[config.mk]
export PLATFORM = sky130hd
export DESIGN_NAME = frame_fifo_wr_arb_flat
export DESIGN_NICKNAME = d
export VERILOG_FILES = /design/src/rtl/frame_fifo_wr_arb_if.sv /design/src/rtl/frame_fifo_wr_arb.sv /design/src/flat_wrapper.sv
export SDC_FILE = /design/constraint.sdc
export NUM_CORES = 1
export LEC_CHECK = 0
export CORE_MARGIN = 2
export CORE_UTILIZATION = 52
export DETAILED_ROUTE_END_ITERATION = 12
export PLACE_DENSITY = 0.94
export SYNTH_ARGS = -nofsm -noshare
export SYNTH_HDL_FRONTEND = slang
export SYNTH_SLANG_ARGS = --single-unit
[constraint.sdc]
create_clock -name clk -period 4.24 [get_ports clk]
set_input_delay 0.636 -clock clk [delete_from_list [all_inputs] [get_ports clk]]
set_output_delay 0.636 -clock clk [all_outputs]
set_load 0.1 [all_outputs]
[src/rtl/frame_fifo_wr_arb_if.sv]
// Purpose: producer-to-FIFO write bundle for frame_fifo_wr_arb.
// master: arbiter side (takes requester lanes and FIFO overflow, drives
//         ready/grant, FIFO write port, frame pulses and counters).
// slave : environment side (requesters + frame FIFO).
interface frame_fifo_wr_arb_if #(
  parameter int unsigned NREQ      = 4,
  parameter int unsigned DATAWIDTH = 8
);
  logic [NREQ-1:0]           req_valid;
  logic [NREQ*DATAWIDTH-1:0] req_data;
  logic [NREQ-1:0]           req_last;
  logic [NREQ-1:0]           req_abort;
  logic [NREQ-1:0]           req_ready;
  logic [NREQ-1:0]           grant;
  logic [DATAWIDTH-1:0]      fifo_wr_data;
  logic                      fifo_we;
  logic                      fifo_commit;
  logic                      fifo_rollback;
  logic                      fifo_ovf;
  logic                      frame_ok;
  logic                      frame_drop;
  logic [15:0]               ok_count;
  logic [15:0]               drop_count;

  modport master (
    input  req_valid, req_data, req_last, req_abort, fifo_ovf,
    output req_ready, grant, fifo_wr_data, fifo_we, fifo_commit,
           fifo_rollback, frame_ok, frame_drop, ok_count, drop_count
  );

  modport slave (
    output req_valid, req_data, req_last, req_abort, fifo_ovf,
    input  req_ready, grant, fifo_wr_data, fifo_we, fifo_commit,
           fifo_rollback, frame_ok, frame_drop, ok_count, drop_count
  );
endinterface

[src/rtl/frame_fifo_wr_arb.sv]
// Purpose: round-robin write-side scheduler sharing one commit/rollback frame
// FIFO between NREQ producers. Forwards the owner's words whole-frame, then
// closes the frame with commit, or rollback on overflow/abort/stall timeout.
// Ports:
//   clk, reset    : clock, synchronous active-high reset
//   bus (master)  : requester lanes (valid/data/last/abort, ready comb),
//                   grant, FIFO write port (wr_data/we/commit/rollback/ovf),
//                   frame_ok/frame_drop pulses, saturating ok/drop counters
module frame_fifo_wr_arb #(
  parameter int unsigned NREQ      = 4,
  parameter int unsigned DATAWIDTH = 8,
  parameter int unsigned TIMEOUT   = 255
) (
  input logic                 clk,
  input logic                 reset,
  frame_fifo_wr_arb_if.master bus
);

  localparam int unsigned IDXW   = (NREQ > 1) ? $clog2(NREQ) : 1;
  localparam int unsigned STALLW = $clog2(TIMEOUT + 1);
  localparam int unsigned CNTW   = 16;

  typedef enum logic [1:0] {IDLE, XFER, FLUSH, CHECK} state_t;

  state_t                 state_q, state_nxt;
  logic [IDXW-1:0]        rr_q, rr_nxt;          // last granted = current owner
  logic [NREQ-1:0]        grant_q, grant_nxt;
  logic [STALLW-1:0]      stall_q, stall_nxt;
  logic                   bad_q, bad_nxt;
  logic [DATAWIDTH-1:0]   wdata_q, wdata_nxt;
  logic                   we_q, we_nxt;
  logic                   commit_q, commit_nxt;
  logic                   rollback_q, rollback_nxt;
  logic [CNTW-1:0]        ok_q, ok_nxt;
  logic [CNTW-1:0]        drop_q, drop_nxt;
  logic [NREQ-1:0]        ready_c;
  logic                   accept_c;
  logic                   hit_c;
  logic [IDXW-1:0]        hit_idx_c;

  // Round-robin scan starting just after the previous owner.
  always_comb begin
    hit_c     = 1'b0;
    hit_idx_c = '0;
    for (int unsigned k = 1; k <= NREQ; k++) begin
      if (!hit_c && bus.req_valid[IDXW'((32'(rr_q) + k) % NREQ)]) begin
        hit_c     = 1'b1;
        hit_idx_c = IDXW'((32'(rr_q) + k) % NREQ);
      end
    end
  end

  // Next-state and registered-output logic.
  always_comb begin
    state_nxt    = state_q;
    rr_nxt       = rr_q;
    grant_nxt    = grant_q;
    stall_nxt    = stall_q;
    bad_nxt      = bad_q;
    wdata_nxt    = wdata_q;
    we_nxt       = 1'b0;
    commit_nxt   = 1'b0;
    rollback_nxt = 1'b0;
    ok_nxt       = ok_q;
    drop_nxt     = drop_q;
    ready_c      = '0;
    accept_c     = 1'b0;

    case (state_q)
      IDLE: begin
        if (hit_c) begin
          state_nxt = XFER;
          rr_nxt    = hit_idx_c;
          grant_nxt = NREQ'(1) << hit_idx_c;
          stall_nxt = '0;
          bad_nxt   = 1'b0;
        end
      end

      XFER: begin
        bad_nxt           = bad_q | bus.fifo_ovf;
        accept_c          = bus.req_valid[rr_q] & ~bus.req_abort[rr_q];
        ready_c[rr_q]     = accept_c;
        // Abort and stall timeout both discard the partial frame.
        if (bus.req_abort[rr_q] ||
            (!accept_c && stall_q == STALLW'(TIMEOUT - 1))) begin
          rollback_nxt = 1'b1;
          drop_nxt     = (drop_q == '1) ? drop_q : drop_q + 1'b1;
          grant_nxt    = '0;
          bad_nxt      = 1'b0;
          stall_nxt    = '0;
          state_nxt    = IDLE;
        end else if (accept_c) begin
          we_nxt    = 1'b1;
          wdata_nxt = bus.req_data[rr_q*DATAWIDTH +: DATAWIDTH];
          stall_nxt = '0;
          if (bus.req_last[rr_q]) begin
            state_nxt = FLUSH;
          end
        end else begin
          stall_nxt = stall_q + 1'b1;
        end
      end

      FLUSH: begin
        bad_nxt   = bad_q | bus.fifo_ovf;
        state_nxt = CHECK;
      end

      CHECK: begin
        // Overflow flag for the final word is visible only now.
        if (bad_q || bus.fifo_ovf) begin
          rollback_nxt = 1'b1;
          drop_nxt     = (drop_q == '1) ? drop_q : drop_q + 1'b1;
        end else begin
          commit_nxt = 1'b1;
          ok_nxt     = (ok_q == '1) ? ok_q : ok_q + 1'b1;
        end
        bad_nxt   = 1'b0;
        grant_nxt = '0;
        state_nxt = IDLE;
      end

      default: begin
        state_nxt = IDLE;
        grant_nxt = '0;
      end
    endcase
  end

  // State and output registers.
  always_ff @(posedge clk) begin
    if (reset) begin
      state_q    <= IDLE;
      rr_q       <= IDXW'(NREQ - 1);
      grant_q    <= '0;
      stall_q    <= '0;
      bad_q      <= 1'b0;
      wdata_q    <= '0;
      we_q       <= 1'b0;
      commit_q   <= 1'b0;
      rollback_q <= 1'b0;
      ok_q       <= '0;
      drop_q     <= '0;
    end else begin
      state_q    <= state_nxt;
      rr_q       <= rr_nxt;
      grant_q    <= grant_nxt;
      stall_q    <= stall_nxt;
      bad_q      <= bad_nxt;
      wdata_q    <= wdata_nxt;
      we_q       <= we_nxt;
      commit_q   <= commit_nxt;
      rollback_q <= rollback_nxt;
      ok_q       <= ok_nxt;
      drop_q     <= drop_nxt;
    end
  end

  assign bus.req_ready     = ready_c;
  assign bus.grant         = grant_q;
  assign bus.fifo_wr_data  = wdata_q;
  assign bus.fifo_we       = we_q;
  assign bus.fifo_commit   = commit_q;
  assign bus.fifo_rollback = rollback_q;
  assign bus.frame_ok      = commit_q;
  assign bus.frame_drop    = rollback_q;
  assign bus.ok_count      = ok_q;
  assign bus.drop_count    = drop_q;

endmodule

[src/flat_wrapper.sv]
// flat-port wrapper written by rule: the top's interface ports become plain ports
module frame_fifo_wr_arb_flat 
#(
  parameter int unsigned NREQ      = 4,
  parameter int unsigned DATAWIDTH = 8,
  parameter int unsigned TIMEOUT   = 255
)
  (clk, reset, bus_req_valid, bus_req_data, bus_req_last, bus_req_abort, bus_fifo_ovf, bus_req_ready, bus_grant, bus_fifo_wr_data, bus_fifo_we, bus_fifo_commit, bus_fifo_rollback, bus_frame_ok, bus_frame_drop, bus_ok_count, bus_drop_count);
  frame_fifo_wr_arb_if #(.NREQ(NREQ), .DATAWIDTH(DATAWIDTH)) bus_i ();
  input logic clk;
  input logic reset;
  input wire logic [$bits(bus_i.req_valid)-1:0] bus_req_valid;
  input wire logic [$bits(bus_i.req_data)-1:0] bus_req_data;
  input wire logic [$bits(bus_i.req_last)-1:0] bus_req_last;
  input wire logic [$bits(bus_i.req_abort)-1:0] bus_req_abort;
  input wire logic [$bits(bus_i.fifo_ovf)-1:0] bus_fifo_ovf;
  output wire logic [$bits(bus_i.req_ready)-1:0] bus_req_ready;
  output wire logic [$bits(bus_i.grant)-1:0] bus_grant;
  output wire logic [$bits(bus_i.fifo_wr_data)-1:0] bus_fifo_wr_data;
  output wire logic [$bits(bus_i.fifo_we)-1:0] bus_fifo_we;
  output wire logic [$bits(bus_i.fifo_commit)-1:0] bus_fifo_commit;
  output wire logic [$bits(bus_i.fifo_rollback)-1:0] bus_fifo_rollback;
  output wire logic [$bits(bus_i.frame_ok)-1:0] bus_frame_ok;
  output wire logic [$bits(bus_i.frame_drop)-1:0] bus_frame_drop;
  output wire logic [$bits(bus_i.ok_count)-1:0] bus_ok_count;
  output wire logic [$bits(bus_i.drop_count)-1:0] bus_drop_count;
  assign bus_i.req_valid = bus_req_valid;
  assign bus_i.req_data = bus_req_data;
  assign bus_i.req_last = bus_req_last;
  assign bus_i.req_abort = bus_req_abort;
  assign bus_i.fifo_ovf = bus_fifo_ovf;
  assign bus_req_ready = bus_i.req_ready;
  assign bus_grant = bus_i.grant;
  assign bus_fifo_wr_data = bus_i.fifo_wr_data;
  assign bus_fifo_we = bus_i.fifo_we;
  assign bus_fifo_commit = bus_i.fifo_commit;
  assign bus_fifo_rollback = bus_i.fifo_rollback;
  assign bus_frame_ok = bus_i.frame_ok;
  assign bus_frame_drop = bus_i.frame_drop;
  assign bus_ok_count = bus_i.ok_count;
  assign bus_drop_count = bus_i.drop_count;
  frame_fifo_wr_arb #(.NREQ(NREQ), .DATAWIDTH(DATAWIDTH), .TIMEOUT(TIMEOUT)) u_core (.clk(clk), .reset(reset), .bus(bus_i));
endmodule
### After elaboration in Yosys (flattened, before gate mapping)

Cells that the tools add are included.

* bits in registers: 60
* input bits: 47
* word-level logic and storage cells: 119

* $add $sub $neg: 7
* shift-type cells: 2
* mux-type cells: 49
* eq/ne operators: 11
* reductions and logical operators: 24
* order comparisons: 6
* bitwise logic cells: 9

Operators by type and width (count)
* $mux 16: 3
* $add 16x1->16 const B: 2
* $eq 16x16->1 const B: 2
* $pmux 16 s2: 1
* $shiftx 32x6->8: 1
* $mux 8: 3
* $mux 1: 18
* $mux 2: 8
* $pmux 8 s2: 1
* $lt 2x3->1 const B: 5
* $reduce_and 3->1: 5
* $bmux 1 s2: 7
* $mux 4: 3
* $pmux 4 s3: 1
* $add 8x1->8 const B: 1
* $eq 8x8->1 const B: 1
* $pmux 2 s4: 1
* $ne 2x1->1 const B: 3
* $ne 3x1->1 const B: 2
* $not 1->1: 6
* $logic_and 1x1->1: 5
* $add 2x1->2 const B: 2
* $add 2x2->2 const B: 2
* $and 4x4->4: 1
* 17 further kinds: 24

### Logic depth before layout (Yosys ltp)

Gate-level depths: netlist of run 1.

* word-level depth: 16
* depth in mapped cells: 10
* gate-level depth less buffers: 7

### Worst setup path after synthesis of run 1

No wires, ideal clock.

* path kind: register -> register
* from: register u_core.drop_q[6] (netlist: u_core.bus.drop_count[6])
* to: register u_core.drop_q[1] (netlist: u_core.bus.drop_count[1])
* data required time: 4.112 ns
* period minus slack after synthesis: 2.790 ns
* data arrival time: 2.663 ns
* path slack: 1.450 ns
* library setup time: 0.128 ns
* cell stages (with the launch flop): 8
* path buffers: 2
* path through: dfxtp_1 nand4_1 or4_1 o211ai_4 buf_6 buf_2 mux2i_1 nor2_1

* cells in the longest elaborated chain, start to end: 4
* elaborated cells between the ends (all ways): 5

Ends and longest elaborated chain
* start, declared: line frame_fifo_wr_arb.sv:35 `logic [CNTW-1:0] drop_q, drop_nxt;`
* start signal, assigned: line frame_fifo_wr_arb.sv:156 `drop_q <= drop_nxt;`
* $eq 16x16->1 *: line frame_fifo_wr_arb.sv:88, frame_fifo_wr_arb.sv:114
* $mux 16 *
* $mux 16, on equally long branches
* $pmux 16 s2 *

Every way passes the cells marked *; elsewhere a longest branch is shown, timed or not. The select of a mux whose other input is x is not followed.
A chain may end at the register's enable or synchronous reset.

### Worst setup path after layout of run 1

* from: register u_core.rr_q[0]
* to: output bus_req_ready[3]

* cells in the longest elaborated chain, start to end: 6
* elaborated cells between the ends (all ways): 13

Ends and longest elaborated chain
* start, declared: line frame_fifo_wr_arb.sv:26 `logic [IDXW-1:0] rr_q, rr_nxt;`
* start signal, assigned: line frame_fifo_wr_arb.sv:135 `rr_q <= IDXW'(NREQ - 1);`
* start signal, assigned: line frame_fifo_wr_arb.sv:147 `rr_q <= rr_nxt;`
* $lt 2x3->1 (implied by the code), or another cell as far along: line frame_fifo_wr_arb.sv:83 `ready_c[rr_q] = accept_c;`
* $logic_and 1x1->1 (implied by the code) or $mux 1 (tied branches): line frame_fifo_wr_arb.sv:83, frame_fifo_wr_arb.sv:82
* $mux 1 (implied by the code) or $not 1->1 (tied branches): line frame_fifo_wr_arb.sv:83, frame_fifo_wr_arb.sv:82
* $demux 1 s2 or $and 1x1->1 (tied branches)
* $and 4x4->4 (no source line) *
* $mux 4 *: line frame_fifo_wr_arb.sv:69 `case (state_q)`
* end, declared: line flat_wrapper.sv:17 `output wire logic [$bits(bus_i.req_ready)-1:0] bus_req_ready;`

Marked as above.

==> qor.txt, run 1 <==
die area: 0.00733 mm2
Avg Inst Size Synth: 8.82 um2
setup slack, reg-to-reg: 1.13 ns
# hold bufs at CTS: 0
post-synthesis register bit count: 60
max incr delay on CP: 0.46 ns
clock sinks: 60
Synth area leader: dfxtp_1
WP depth: 5
Reg-to-Reg Start: u_core.rr_q[1]$_SDFFE_PP1P_
post-synth top area share: 34.7%
fin nets: 543
Fill cells: 444
cell mode on critical path: buf_4
RePlAce Congestion: 0.881
power density over the cells: 509 mW/mm2
Vias/cell: 6.11
Rel. slew slack: 33.3%
placed cell count: 550
Iteration-0 DRC Markers: 338
commonest cells in the netlist: 60 x dfxtp_1, 45 x nor2_1, 29 x nand2_1
Post-Route WL: 9.25 mm
maximum clock rate: 0.318 GHz
via count: 3460
Seq/Total Area, Yosys: 34.7%
share of cells above drive strength 1: 9.00%
status: complete, no violations
Tcrit/Tclk final: 74.2%
clk_skew: 0.0119 ns
Synth Cell Area: 0.00346 mm2
setup bufs post-CTS: 0
post-cts sizing count: 0
R2R Path End: u_core.bus.drop_count[12]$_SDFFE_PP0P_
Crit path buffers/inverters: 2
clk_lat worst skew: 0.34 ns
yosys warns: 0
setup tns final: 0 ns
vias in the first global route: 3144
Pleak: 1.65 nW
R2R cell count: 5
first-pass GRT wire length: 14.5 mm
Fin Hold WS: 0.468 ns
Clk pin slew, worst setup/hold paths: 0.07 ns
die width: 85.6 um
DP HPWL: 6.60 mm
Worst EP arrival: 2.51 ns
unrepaired setup endpoints after global routing: false
synth unique cells: 60
Final setup viols: 0
num ports: 100
drt first pass iters: 6
wire length per cell: 16.3 um
# diodes: 0
CTS root buffer: clkbuf_8
total power: 2.39 mW
Crit Path Category: reg2out
Worst VDD drop: 0.000355 V
Critical Path Source Type: register
Util after Layout: 73.3%
Top FF cell, synth: dfxtp_1
most common cell in the netlist: dfxtp_1
post-route ant nets: 0
die height: 85.6 um
crit path from: u_core.rr_q[0]$_SDFFE_PP1P_
largest net degree at the start of global routing: 38
Residual DRC: 0
maximum level of the CTS H-tree: 3
TritonCTS buffer count: 9
CP max-delay cell: o2bb2ai_1
CP delay by family, top: buffers and inverters
Critical Path RT: 3.60 ns
CTS tree: yes
gr usage total: 24.5%
num rows: 29
# port buffers: 99
antenna violations before repair: 0
Worst Hold Depth: 1
syn nets: 452
Max Root-Sink Buffers: 2
Slew Viols, Final: 0
worst setup path end: bus_req_ready[3]
CP Max Fanout: 21
worst path cell trace: buf_4 > mux2_2 > o2bb2ai_1 > and3_1 > buf_4
Worst Max-Slew Pin Slew: 0.997 ns
grt ovf: 0
number of synthesized flops with an enable pin: 0
core area: 0.00639 mm2
synth top area cells: dfxtp_1 35%, mux4_2 6.5%, nor2_1 4.9%
area grow syn2layout: 35.1%
asr flop ratio synth: 0%
Post-Layout Cell Count: 566
max_cap viols: 0
Tmin final: 3.14 ns
Starting Density: 54.3%
Cells after Synth: 393
Hold WC Path Type: reg2reg
Crit. End Element: primary output
Fin. Hold Viols: 0
## power breakdown
part | switching [mW] | internal, mW | total [mW]
combinational | 0.699 | 0.367 | 1.07
clock | 0.234 | 0.388 | 0.622
sequential | 0.0783 | 0.618 | 0.697
## worst min path at each step
stage                                                 from                                to  slack, ns
after floorplan             u_core.stall_q[7]$_SDFFE_PP0P_    u_core.stall_q[7]$_SDFFE_PP0P_       0.48
after global placement    u_core.bus.grant[2]$_SDFFE_PP0P_  u_core.bus.grant[2]$_SDFFE_PP0P_       0.45
after detailed placement  u_core.bus.grant[0]$_SDFFE_PP0P_  u_core.bus.grant[0]$_SDFFE_PP0P_       0.46
after CTS                 u_core.bus.grant[0]$_SDFFE_PP0P_  u_core.bus.grant[0]$_SDFFE_PP0P_       0.48
after global routing      u_core.bus.grant[0]$_SDFFE_PP0P_  u_core.bus.grant[0]$_SDFFE_PP0P_       0.48
final                     u_core.bus.grant[0]$_SDFFE_PP0P_  u_core.bus.grant[0]$_SDFFE_PP0P_       0.47
## area by class of cell
class	count	area, um2	share of cell area, %
Clock buffer	9	124	2.65
Clock inverter	7	115	2.46
Timing Repair Buffer	102	998	21.3
Inverter	10	37.5	0.802
Multi-Input combinational cell	301	2110	45.1
Sequential cell	60	1200	25.7
Tap cell	77	96.3	2.06
## layer usage
layer,vias up,share of wire (%),global-route usage [%]
li1,1633,-,-
met1,1660,39,27.4
met2,153,53,45.5
met3,14,6.9,4.72
met4,0,1.7,9.96
met5,-,0,0
## state kept, by name (all words and copies together), names as in the netlist, named ones only
| name | count |
|---|---|
| u_core.stall_q | 8 |
| u_core.rr_q | 2 |
| u_core.bus.fifo_rollback | 1 |
| u_core.bus.ok_count | 16 |
| u_core.bus.fifo_commit | 1 |
| u_core.bus.grant | 4 |
| u_core.state_q | 1 |
| u_core.bad_q | 1 |
| u_core.bus.drop_count | 16 |
| u_core.bus.fifo_we | 1 |
| u_core.bus.fifo_wr_data | 8 |
## cells in the final DEF (no fill, tap or decap), drive strengths merged, types with 4 or more instances in the layout
cell type / count
a21oi: 22
mux4: 10
ha: 12
or3: 11
and3: 7
clkdlybuf4s50: 94
or4: 9
and2: 4
xor2: 13
a31oi: 6
clkbuf: 9
mux2i: 12
nor2: 45
o211ai: 4
buf: 8
o2bb2ai: 5
nand2b: 4
o21ai: 15
nand3: 20
inv: 10
dfxtp: 60
nor3: 4
and4: 4
mux2: 4
nand4: 10
nand2: 29
nor2b: 7
## per-stage QoR
stage | cell area (um2) | setup WS (ns)
after floorplan | 3460 | 1.45
after global placement | 4440 | 1.04
after detailed placement | 4440 | 0.939
after CTS | 4680 | 1.07
after global routing | 4680 | 0.926
final | 4680 | 1.10
## cell families (layout without fill, tap and decap cells)
family,Yosys count,count (layout),share of synthesized area [%]
compound gates,78,78,15.2
fa+ha+maj,13,13,4.62
mux,26,26,11.3
buf+inv,32,128,4.44
flops,60,60,34.7
xor+xnor,13,13,3.29
simple gates,171,171,26.5
(Power assumes the default switching activity.)
==> inputs of run 2 (changes only) <==
--- a/config.mk
+++ b/config.mk
@@ -6,9 +6,9 @@
 export NUM_CORES = 1
 export LEC_CHECK = 0
 export CORE_MARGIN = 2
-export CORE_UTILIZATION = 52
+export CORE_UTILIZATION = 48
 export DETAILED_ROUTE_END_ITERATION = 12
-export PLACE_DENSITY = 0.94
+export PLACE_DENSITY = 0.89
 export SYNTH_ARGS = -nofsm -noshare
 export SYNTH_HDL_FRONTEND = slang
 export SYNTH_SLANG_ARGS = --single-unit
==> constraint.sdc (replaced) <==
create_clock -name clk -period 3.1 [get_ports clk]
set_input_delay 0.465 -clock clk [delete_from_list [all_inputs] [get_ports clk]]
set_output_delay 0.465 -clock clk [all_outputs]
set_load 0.1 [all_outputs]
==> run 2 against run 1 <==
Sequential share of layout area fell by 0.062 points. Routed wire length fell by 1.7%. Sequential cell count did not move. Utilization fell by 5.4 points. Clock power rose by 28%. Setup slack got worse by 0.66 ns. Via count fell by 2.3%. Clock skew rose by 0.0010 ns. Global-route usage fell by 2.2 points. Final cell count rose by 4.9%. Design area rose by 0.24%. Largest power group unchanged.
==> qor.txt, run 2 (synthesized netlist as in run 1, its figures left out) <==
# diodes: 0 (unchanged)
gr usage total: 22.4% (-2.2 points)
Design Area, Final: 0.00469 mm2 (+0.24%)
num ports: 100 (unchanged)
maximum clock rate: 0.375 GHz
maximum level of the CTS H-tree: 3 (unchanged)
fin nets: 553 (+1.8%)
Critical Path RT: 2.63 ns (-0.97 ns)
drt first pass iters: 4 (-2)
CTS root buffer: clkbuf_8
status: complete, no violations
CP Max Fanout: 9 (-57%)
Residual DRC: 0 (unchanged)
Crit Path Category: reg2out
vias in the first global route: 3171 (+0.86%)
setup bufs post-CTS: 0 (unchanged)
Final setup viols: 0 (unchanged)
Starting Density: 50.2% (-4.1 points)
first-pass GRT wire length: 14.1 mm (-2.7%)
Post-Layout Cell Count: 594 (+4.9%)
RePlAce Congestion: 0.858 (-2.6%)
clk_skew: 0.0129 ns (+0.00101 ns)
Post-Route WL: 9.10 mm (-1.7%)
wire length per cell: 15.3 um (-6.3%)
Worst VDD drop: 0.000333 V (-6.1%)
# port buffers: 99 (unchanged)
placed cell count: 579 (+5.3%)
Hold WC Path Type: reg2reg
die width: 89.0 um (+3.9%)
largest net degree at the start of global routing: 33 (-13%)
Rel. slew slack: 58.8% (+25 points)
Vias/cell: 5.69 (-6.9%)
Fin Hold WS: 0.465 ns (-0.00342 ns)
clock sinks: 60 (unchanged)
Slew Viols, Final: 0 (unchanged)
Fill cells: 541 (+22%)
Worst EP arrival: 2.20 ns (-0.31 ns)
Critical Path Source Type: register
area grow syn2layout: 35.5%
post-cts sizing count: 0 (unchanged)
num rows: 30 (+3.4%)
Tcrit/Tclk final: 86.1%
DP HPWL: 6.60 mm (about the same)
antenna violations before repair: 0 (unchanged)
unrepaired setup endpoints after global routing: false
TritonCTS buffer count: 9 (unchanged)
Iteration-0 DRC Markers: 172 (-49%)
post-route ant nets: 0 (unchanged)
Worst Max-Slew Pin Slew: 0.615 ns (-0.382 ns)
power density over the cells: 688 mW/mm2 (+35%)
Pleak: 1.81 nW (+9.4%)
max_cap viols: 0 (unchanged)
setup tns final: 0 ns (unchanged)
Crit. End Element: primary output
grt ovf: 0 (unchanged)
DP Area: 0.00447 mm2 (+0.59%)
clk_lat worst skew: 0.34 ns (about the same)
core area: 0.00691 mm2 (+8.2%)
die area: 0.00791 mm2 (+7.9%)
Fin. Hold Viols: 0 (unchanged)
Clk pin slew, worst setup/hold paths: 0.06 ns (about the same)
commonest cells after routing, fill and taps aside: 62 x buf_4, 60 x dfxtp_1, 45 x nor2_1, 45 x clkdlybuf4s50_1, 29 x nand2_1
Tmin final: 2.67 ns
via count: 3380 (-2.3%)
CTS tree: yes
most common cell after layout, fill and taps aside: buf_4
# hold bufs at CTS: 0 (unchanged)
share of cells above drive strength 1: 20.5% (+11 points)
die height: 89.0 um (+3.9%)
Max Root-Sink Buffers: 2 (unchanged)
==> run 2: cell count changes in the layout (fill, tap and decap cells not counted) <==
cell and delta:
buf_12 +4, buf_4 +55, bufinv_16 -1, clkbuf_8 +2
clkdlybuf4s50_1 -49, clkinv_2 -1, clkinvlp_4 -1
==> run 2: cell type report <==
| type | instances | area [um2] | area share, % |
|---|---|---|---|
| multi-input combinational | 301 | 2110 | 44.9 |
| sequential | 60 | 1200 | 25.6 |
| timing repair buffer | 112 | 1000 | 21.3 |
| clock buffer | 11 | 151 | 3.23 |
| tap | 96 | 120 | 2.56 |
| clock inverter | 4 | 72.6 | 1.55 |
| inverter | 10 | 37.5 | 0.800 |
==> run 2: where the power goes <==
group	leakage (nW)	internal, mW	switching (mW)
sequential	0.485	0.846	0.0788
combinational	1.21	0.526	0.980
clock	0.111	0.491	0.308
total	1.81	1.86	1.37
==> run 2: per-layer routing <==
metal	track usage [%]	wire (um)	part of all wire (%)
met2	39.5	4640	51
met3	5.54	619	6.8
met4	7.60	103	1.1
met1	26.6	3740	41
met5	0	0	0
==> run 2: per-stage QoR <==
step	power [mW]	worst slack (ns)	utilization (%)
finish	3.23	0.431	68.0
global route	3.39	0.308	68.0
CTS	3.24	0.420	68.0
detailed placement	2.44	0.193	64.7
global placement	2.39	0.288	64.7
floorplan	2.08	0.310	-
==> run 2: worst paths after layout <==
check | start | to | slack [ns] | cells past startpoint
worst max-delay path | u_core.rr_q[0]$_SDFFE_PP1P_ | bus_req_ready[1] | 0.43 | 5
worst min-delay path | u_core.bus.grant[3]$_SDFFE_PP0P_ | u_core.bus.grant[3]$_SDFFE_PP0P_ | 0.46 | 1
worst max register to register | u_core.rr_q[0]$_SDFFE_PP1P_ | u_core.rr_q[1]$_SDFFE_PP1P_ | 0.53 | 8
worst min register to register | u_core.bus.grant[3]$_SDFFE_PP0P_ | u_core.bus.grant[3]$_SDFFE_PP0P_ | 0.46 | 1
==> run 2: worst max-delay path: stages, from the launching register on <==
cell,delay [ns]
dfxtp_1,0.65
mux2_2,0.43
o2bb2ai_1,0.21
buf_4,0.17
and3_1,0.22
buf_12,0.19
